[src/rtl/seg_scan_mux.sv]
// Three-digit common-anode scan multiplexer: tens (BCD-decoded), ones and tenths
// digits, each slot opening with a dark blanking window, plus a frame-done pulse.
module seg_scan_mux #(
    parameter int SCAN_DIV        = 50000,
    parameter int BLANK_CYC       = 500,
    parameter bit TENS_ZERO_BLANK = 1'b1
) (
    input  logic       clk_50M,
    input  logic       rst,
    input  logic       disp_en,
    input  logic [3:0] tens,
    input  logic [6:0] out_ge,
    input  logic [6:0] out_xiao,
    input  logic       point,
    output logic [2:0] dig_sel,
    output logic [6:0] seg,
    output logic       dp,
    output logic       frame_done
);

    localparam int             CW       = $clog2(SCAN_DIV);
    localparam logic [CW-1:0]  CNT_LAST = CW'(SCAN_DIV - 1);
    localparam logic [CW-1:0]  CAP_CNT  = CW'(BLANK_CYC - 1);
    localparam logic [CW-1:0]  SHOW_CNT = CW'(BLANK_CYC);

    typedef enum logic {PH_BLANK, PH_SHOW} phase_t;
    typedef enum logic [1:0] {
        DIG_TENS   = 2'd0,
        DIG_ONES   = 2'd1,
        DIG_TENTHS = 2'd2
    } dig_t;

    logic [CW-1:0] r_cnt;
    dig_t          r_idx;
    logic [3:0]    r_snap_tens;
    logic [6:0]    r_snap_ge;
    logic [6:0]    r_snap_xiao;
    logic          r_snap_point;
    logic          r_frame_pend;
    logic [2:0]    r_dig_sel;
    logic [6:0]    r_seg;
    logic          r_dp;
    logic          r_frame_done;

    logic          w_slot_end;
    logic          w_frame_end;
    logic          w_capture;
    phase_t        w_phase;
    logic [2:0]    w_dig_sel_n;
    logic [6:0]    w_seg_n;
    logic          w_dp_n;

    // Active-high {a,b,c,d,e,f,g}; anything above 9 renders as a lone dash.
    function automatic logic [6:0] bcd_to_seg(input logic [3:0] v);
        case (v)
            4'd0:    bcd_to_seg = 7'h7E;
            4'd1:    bcd_to_seg = 7'h30;
            4'd2:    bcd_to_seg = 7'h6D;
            4'd3:    bcd_to_seg = 7'h79;
            4'd4:    bcd_to_seg = 7'h33;
            4'd5:    bcd_to_seg = 7'h5B;
            4'd6:    bcd_to_seg = 7'h5F;
            4'd7:    bcd_to_seg = 7'h70;
            4'd8:    bcd_to_seg = 7'h7F;
            4'd9:    bcd_to_seg = 7'h7B;
            default: bcd_to_seg = 7'h01;
        endcase
    endfunction

    assign w_slot_end  = (r_cnt == CNT_LAST);
    assign w_frame_end = w_slot_end && (r_idx == DIG_TENTHS);
    // Latch the inputs on the last dark cycle of the tens slot so a whole frame
    // shows one consistent value.
    assign w_capture   = (r_idx == DIG_TENS) && (r_cnt == CAP_CNT);
    assign w_phase     = (r_cnt < SHOW_CNT) ? PH_BLANK : PH_SHOW;

    // NOTE: sequential state uses non-blocking assignments so every register
    // samples pre-edge values regardless of block ordering.
    always_ff @(posedge clk_50M) begin
        if (rst) begin
            r_cnt <= '0;
            r_idx <= DIG_TENS;
        end else if (w_slot_end) begin
            r_cnt <= '0;
            case (r_idx)
                DIG_TENS:   r_idx <= DIG_ONES;
                DIG_ONES:   r_idx <= DIG_TENTHS;
                default:    r_idx <= DIG_TENS;
            endcase
        end else begin
            r_cnt <= r_cnt + CW'(1);
        end
    end

    always_ff @(posedge clk_50M) begin
        if (rst) begin
            r_snap_tens  <= '0;
            r_snap_ge    <= '0;
            r_snap_xiao  <= '0;
            r_snap_point <= 1'b0;
        end else if (w_capture) begin
            r_snap_tens  <= tens;
            r_snap_ge    <= out_ge;
            r_snap_xiao  <= out_xiao;
            r_snap_point <= point;
        end
    end

    // NOTE: every output of this block gets a default first, so no path can
    // leave a value held and infer a latch.
    always_comb begin
        w_dig_sel_n = 3'b111;
        w_seg_n     = 7'h7F;
        w_dp_n      = 1'b1;
        if (disp_en && (w_phase == PH_SHOW)) begin
            case (r_idx)
                DIG_TENS: begin
                    if (!(TENS_ZERO_BLANK && (r_snap_tens == 4'd0))) begin
                        w_dig_sel_n = 3'b110;
                        w_seg_n     = ~bcd_to_seg(r_snap_tens);
                    end
                end
                DIG_ONES: begin
                    w_dig_sel_n = 3'b101;
                    w_seg_n     = ~r_snap_ge;
                    w_dp_n      = ~r_snap_point;
                end
                DIG_TENTHS: begin
                    w_dig_sel_n = 3'b011;
                    w_seg_n     = ~r_snap_xiao;
                end
                default: ;
            endcase
        end
    end

    // frame_done is delayed one extra stage so it marks the first cycle of the
    // new frame, matching the one-cycle output latency of the digit drive.
    always_ff @(posedge clk_50M) begin
        if (rst) begin
            r_dig_sel    <= 3'b111;
            r_seg        <= 7'h7F;
            r_dp         <= 1'b1;
            r_frame_pend <= 1'b0;
            r_frame_done <= 1'b0;
        end else begin
            r_dig_sel    <= w_dig_sel_n;
            r_seg        <= w_seg_n;
            r_dp         <= w_dp_n;
            r_frame_pend <= w_frame_end;
            r_frame_done <= r_frame_pend;
        end
    end

    assign dig_sel    = r_dig_sel;
    assign seg        = r_seg;
    assign dp         = r_dp;
    assign frame_done = r_frame_done;

endmodule

[config.mk]
export PLATFORM = sky130hd
export DESIGN_NAME = seg_scan_mux
export DESIGN_NICKNAME = d
export VERILOG_FILES = /design/src/rtl/seg_scan_mux.sv
export SDC_FILE = /design/constraint.sdc
export NUM_CORES = 1
export LEC_CHECK = 0
export BUFFER_PORTS_ARGS = -buffer_cell sky130_fd_sc_hd__buf_2
export CAP_MARGIN = 20
export CORE_MARGIN = 2
export CORE_UTILIZATION = 60
export CTS_CLUSTER_DIAMETER = 40
export DETAILED_ROUTE_END_ITERATION = 10
export PLACE_DENSITY = 0.81
export SLEW_MARGIN = 40
export SYNTH_ARGS = -nofsm -noshare
export SYNTH_HDL_FRONTEND = slang
export SYNTH_SLANG_ARGS = --single-unit
export TNS_END_PERCENT = 5
[constraint.sdc]
create_clock -name clk_50M -period 3.7 [get_ports clk_50M]
set_clock_uncertainty 0.05 [all_clocks]
set_input_delay 0.555 -clock clk_50M [delete_from_list [all_inputs] [get_ports clk_50M]]
set_output_delay 0.555 -clock clk_50M [all_outputs]
set_load 0.1 [all_outputs]
==> results.sh, run 1 <==
export IMPL_synth_edf_count=0
export IMPL_synth_seq_cells=57
export IMPL_cts_tree="yes"
export IMPL_first_pass_iters=5
export IMPL_dp_hpwl_um=3620
export IMPL_diodes=0
export IMPL_path_max_fanout=20
export IMPL_syn_avg_cell_area_um2=8.72
export IMPL_post_cts_buffers=0
export IMPL_synth_top_area_share_pct=45.1
export IMPL_finalSetupViolations=0
export IMPL_ios=34
export IMPL_synth_ff_type="dfxtp_1"
export IMPL_finalHoldViolCount=0
export IMPL_pre_cts_ws_ns=0.727
export IMPL_required_ns=3.85
export IMPL_clk_latency_ns=0.34
export IMPL_post_route_drc_count=0
export IMPL_timing_hold_ws_ns=0.343
export IMPL_cap_viol_max_count=0
export IMPL_wl_per_cell_um=13.8
export IMPL_vias_per_cell=5.49
export IMPL_die_w_um=68.9
export IMPL_ant_nets=0
export IMPL_tns_ns=0
export IMPL_cts_root_buf="clkbuf_8"
export IMPL_grt_first_pass_wirelength_um=8300
export IMPL_post_cts_resized=0
export IMPL_setup_ws_ns=0.671
export IMPL_clock_sinks=57
export IMPL_max_freq_ghz=0.330
export IMPL_synthArstFlopShare_pct=0
export IMPL_clk_pin_slew_ns=0.06
export IMPL_initial_core_util_pct=62.8
export IMPL_cp_end_kind="flop"
export IMPL_cellLeakagePower_nw=1.08
export IMPL_grt_pass1_vias=1825
export IMPL_vdd_drop_max_uv=241
export IMPL_postRouteWirelength_um=5160
export IMPL_cp_arrival_ns=3.18
export IMPL_netlist_area_um2=2530
export IMPL_final_util_pct=70.5
export IMPL_gp_congestion=0.888
export IMPL_gr_usage_all_layers_pct=24.1
export IMPL_layout_nets=355
export IMPL_core_um2=4030
export IMPL_yosysTopAreaCell="dfxtp_1"
export IMPL_vias=2057
export IMPL_ys_warn_count=0
export IMPL_numPortBuffers=33
export IMPL_run_status="finished clean"
export IMPL_num_rows=23
export IMPL_ys_seq_area_share_pct=45.1
export IMPL_ctsHoldBuffers=0
export IMPL_drive_gt1_share_pct=17.5
export IMPL_numCtsBuffers=9
export IMPL_first_iter_violations=199
export IMPL_fill_cells=322
export IMPL_drv_slew=0
export IMPL_finalPower_mw=1.14
export IMPL_setup_worst_path_start_class="flop"
export IMPL_netlist_cell_type_count=42
export IMPL_min_period_ns=3.03
export IMPL_grt_ovfl_total=0
export IMPL_hold_path_class="reg2reg"
export IMPL_syn_to_final_growth_pct=12.2
export IMPL_path_class="reg2reg"
export IMPL_h_tree_depth=3
export IMPL_fp_dieArea_um2=4750
export IMPL_clockBufferDepth=2
export IMPL_maxSlewHeadroom_pct=53.0
export IMPL_grt_max_degree=33
export IMPL_worstMarginPinSlew_ns=0.705
export IMPL_antenna_found_initial=0
export IMPL_p_per_area_nw_per_um2=401
export IMPL_synthCells=290
export IMPL_rsz0062_at_grt="no"
export IMPL_synth_area_leaders="dfxtp_1, nand2_1, ha_1, inv_1, a21oi_1"
export IMPL_synth_fp_nets=324
export IMPL_timing_final_crit_share_pct=81.9
export IMPL_die_h_um=68.9
layout make-up:
| type | count | area [um2] | area share, % |
|---|---|---|---|
| multi-input combinational | 189 | 1190 | 42.0 |
| sequential | 57 | 1140 | 40.2 |
| timing repair buffer | 33 | 165 | 5.82 |
| clock buffer | 11 | 141 | 4.98 |
| inverter | 31 | 116 | 4.10 |
| tap | 50 | 62.6 | 2.20 |
| clock inverter | 4 | 20.0 | 0.705 |
cell families (layout without fill, tap and decap cells):
kind of cell	count (synthesis)	count (layout)	synth area share, %
AO/OA/AOI/OAI	39	39	10.2
XOR/XNOR	14	14	4.85
adder cells (fa/ha/maj)	12	12	5.93
buffers and inverters	44	79	7.76
flip-flops	57	57	45.1
multiplexers	5	5	2.37
AND/OR/NAND/NOR	119	119	23.7
layer usage:
metal / vias up / global-route usage [%] / wire length (um)
li1: 1023 / - / -
met2: 71 / 36.4 / 2370
met3: 10 / 5.84 / 264
met1: 953 / 31.5 / 2410
met5: - / 0 / 0
met4: 0 / 13.5 / 119
critical path, stage by stage, from the launching register on:
cell and delay [ns]:
dfxtp_1 0.41, inv_1 0.09, ha_1 0.32, and2_1 0.20
nand4_2 0.11, or2_1 0.58, nand2_1 0.15, a21oi_1 0.32
inv_1 0.14, ha_1 0.33, nor2b_1 0.14, o21ai_1 0.07
cell usage after synthesis (3+ instances only):
master / number
and3_1: 3
inv_1: 31
nand2_1: 42
a222oi_1: 7
nand3b_1: 5
buf_6: 3
a21oi_1: 23
nand3_1: 14
xor2_1: 8
nor3_1: 5
clkbuf_1: 3
ha_1: 12
dfxtp_1: 57
buf_2: 4
nand4_1: 4
nand2b_1: 5
nor2_1: 27
xnor2_1: 6
where the power goes:
| part | internal (mW) | switching [mW] | leakage [nW] | total, mW |
|---|---|---|---|---|
| Sequential | 0.616 | 0.00289 | 0.460 | 0.619 |
| Combinational | 0.0132 | 0.0160 | 0.536 | 0.0292 |
| Clock | 0.252 | 0.238 | 0.0887 | 0.490 |
worst paths after layout:
check,startpoint,end,slack (ns),cells past startpoint
max reg2reg,r_idx[0],flop,0.67,11
min reg2reg,r_snap_point,dp,0.34,1
min,r_snap_point,dp,0.34,1
max,r_idx[0],flop,0.67,11
layout by cell type, fill, tap and decap left out, types with 2 or more instances in the layout:
| cell | Yosys | routed |
|---|---|---|
| a21o_1 | 2 | 2 |
| nand3_1 | 14 | 14 |
| nor4_1 | 2 | 2 |
| nand4_1 | 4 | 4 |
| mux2i_1 | 2 | 2 |
| a222oi_1 | 7 | 7 |
| dfxtp_1 | 57 | 57 |
| and3_1 | 3 | 3 |
| inv_1 | 31 | 31 |
| or2_1 | 2 | 2 |
| o22ai_1 | 2 | 2 |
| a21oi_1 | 23 | 23 |
| nand2b_1 | 5 | 5 |
| nand2_1 | 42 | 42 |
| xor2_1 | 8 | 8 |
| nor3_1 | 5 | 5 |
| ha_1 | 12 | 12 |
| clkinv_2 | 0 | 4 |
| nand3b_1 | 5 | 5 |
| buf_2 | 4 | 33 |
| xnor2_1 | 6 | 6 |
| nor2_1 | 27 | 27 |
| nor2b_1 | 2 | 2 |
| clkbuf_8 | 0 | 10 |
metrics by stage:
step / cells / area, um2
final: 375 / 2840
after floorplan: 290 / 2530
after detailed placement: 360 / 2680
after global placement: 360 / 2680
after CTS: 375 / 2840
after global routing: 375 / 2840
Note: power is estimated with default switching activity, not from simulation.
==> run 2: changes to the inputs <==
--- a/config.mk
+++ b/config.mk
@@ -8,10 +8,10 @@
 export BUFFER_PORTS_ARGS = -buffer_cell sky130_fd_sc_hd__buf_2
 export CAP_MARGIN = 20
 export CORE_MARGIN = 2
-export CORE_UTILIZATION = 60
+export CORE_UTILIZATION = 51
 export CTS_CLUSTER_DIAMETER = 40
 export DETAILED_ROUTE_END_ITERATION = 10
-export PLACE_DENSITY = 0.81
+export PLACE_DENSITY = 0.73
 export SLEW_MARGIN = 40
 export SYNTH_ARGS = -nofsm -noshare
 export SYNTH_HDL_FRONTEND = slang
==> constraint.sdc (replaced) <==
create_clock -name clk_50M -period 2.55 [get_ports clk_50M]
set_clock_uncertainty 0.05 [all_clocks]
set_input_delay 0.3825 -clock clk_50M [delete_from_list [all_inputs] [get_ports clk_50M]]
set_output_delay 0.3825 -clock clk_50M [all_outputs]
set_load 0.1 [all_outputs]
==> run 2 against run 1 <==
Largest cell class unchanged; sequential share of layout area fell by 1.8 points; routed wire length fell by 1.7%; design area rose by 4.7%; clock power rose by 110%; global-route usage fell by 3.7 points; sequential cell count did not move; total power rose by 73%; largest power group is now the clock network; clock-buffer cell count did not move; first-iteration DRC count rose by 2.5%; die area rose by 17%.
==> results.sh, run 2 (synthesized netlist as in run 1, its figures left out) <==
export IMPL_num_rows=25
export IMPL_drive_gt1_share_pct=18.8
export IMPL_numPortBuffers=33
export IMPL_crit_slowest_cell="dfxtp_1"
export IMPL_fp_dieArea_um2=5540
export IMPL_dp_hpwl_um=3570
export IMPL_path_max_fanout=5
export IMPL_maxSlewHeadroom_pct=57.9
export IMPL_cap_viol_max_count=0
export IMPL_first_iter_violations=204
export IMPL_grt_max_degree=33
export IMPL_vias=2029
export IMPL_post_cts_buffers=0
export IMPL_numCtsBuffers=9
export IMPL_first_pass_iters=4
export IMPL_ctsHoldBuffers=0
export IMPL_final_cell_mix="dfxtp_1, nand2_1, buf_2"
export IMPL_gp_congestion=0.841
export IMPL_timing_final_crit_share_pct=88.0
export IMPL_fill_cells=438
export IMPL_ant_nets=0
export IMPL_gr_usage_all_layers_pct=20.5
export IMPL_syn_to_final_growth_pct=17.5
export IMPL_regArea_um2=1140
export IMPL_core_um2=4750
export IMPL_diodes=0
export IMPL_setup_worst_path_start_class="flop"
export IMPL_wl_met1_um=2510
export IMPL_required_ns=2.71
export IMPL_met3WireLength_um=292
export IMPL_p_per_area_nw_per_um2=663
export IMPL_layout_nets=359
export IMPL_die_w_um=74.4
export IMPL_p_comb_share_pct=2.2
export IMPL_cts_root_buf="clkbuf_8"
export IMPL_post_cts_resized=0
export IMPL_run_status="finished clean"
export IMPL_tns_ns=0
export IMPL_cp_end_kind="flop"
export IMPL_pre_cts_ws_ns=0.326
export IMPL_hold_path_class="in2reg"
export IMPL_clockBufferDepth=2
export IMPL_p_int_mw=1.59
export IMPL_p_clk_share_pct=52.2
export IMPL_multi_input_area_um2=1190
export IMPL_die_h_um=74.4
export IMPL_timing_hold_ws_ns=0.237
export IMPL_final_common_cell="dfxtp_1"
export IMPL_worstMarginPinSlew_ns=0.631
export IMPL_grt_pass1_vias=1777
export IMPL_grt_ovfl_total=0
export IMPL_pwr_share_seq_pct=45.6
export IMPL_finalHoldViolCount=0
export IMPL_post_route_drc_count=0
export IMPL_max_stage_delay_ns=0.41
export IMPL_rsz0062_at_grt="no"
export IMPL_cts_tree="yes"
export IMPL_wl_per_cell_um=12.8
export IMPL_vias_per_cell=5.11
export IMPL_top_layer="met4"
export IMPL_switchingPower_uw=383
export IMPL_h_tree_depth=3
export IMPL_clk_latency_ns=0.33
export IMPL_sw_frac_of_total_pct=19.5
export IMPL_wl_met2_um=2190
export IMPL_clock_sinks=57
export IMPL_postRouteWirelength_um=5070
export IMPL_path_class="reg2reg"
export IMPL_cp_arrival_ns=2.40
export IMPL_antenna_found_initial=0
export IMPL_max_freq_ghz=0.446
export IMPL_ios=34
export IMPL_vdd_drop_max_uv=346
export IMPL_setup_ws_ns=0.306
export IMPL_drv_slew=0
export IMPL_crit_chain="inv_1 -> ha_1 -> and2_1 -> nand4_2 -> or2_1 -> nand2_1 -> a21oi_1 -> inv_1 -> ha_1 -> a21oi_1 -> o22ai_2"
export IMPL_initial_core_util_pct=53.2
export IMPL_cellLeakagePower_nw=1.13
export IMPL_finalSetupViolations=0
export IMPL_clk_pin_slew_ns=0.07
export IMPL_min_period_ns=2.24
export IMPL_grt_first_pass_wirelength_um=8420
==> run 2: worst paths after layout <==
kind | startpoint | endpoint | slack [ns] | depth (start not counted)
worst max-delay path | r_idx[0] | flop | 0.31 | 11
worst min-delay path | out_ge[3] | r_snap_ge[3] | 0.24 | 3
worst max register to register | r_idx[0] | flop | 0.31 | 11
worst min register to register | r_snap_point | dp | 0.34 | 1
==> run 2: power by group through the flow <==
stage	combinational (mW)	sequential (mW)	clock, mW
floorplan	0.0241	0.918	0
global placement	0.0431	0.918	0
CTS	0.0437	0.898	1.04
detailed placement	0.0431	0.918	0
global route	0.0479	0.898	1.08
finish	0.0437	0.898	1.03
==> run 2: cell type report <==
type                    count  area share (%)
repair buffers             37            6.57
clock inverters             5            3.45
clock buffers              11            4.76
multi-input cells         189            40.1
flip-flops and latches     57            38.4
well taps                  67            2.82
inverters                  31            3.91
==> run 2: per-stage QoR <==
step	instance area (um2)	total power [mW]	utilization, %	std cells
2_1_floorplan	2530	0.942	-	290
4_1_cts	2970	1.98	62.5	397
6_report	2970	1.97	62.5	397
5_1_grt	2970	2.03	62.5	397
3_5_place_dp	2730	0.961	57.4	381
3_3_place_gp	2730	0.961	57.4	381
==> run 2: critical path, delay by kind of cell, from the launching register on <==
family          cells  cell delay, ns
buf+inv             2            0.23
compound gates      3            0.49
simple gates        4            0.51
flops               1            0.41
fa+ha+maj           2            0.44
==> run 2: metal layers <==
| layer | vias up | track usage (%) |
|---|---|---|
| li1 | 1034 | - |
| met1 | 932 | 28.5 |
| met2 | 54 | 29.2 |
| met3 | 9 | 6.78 |
| met4 | 0 | 8.33 |
| met5 | - | 0 |
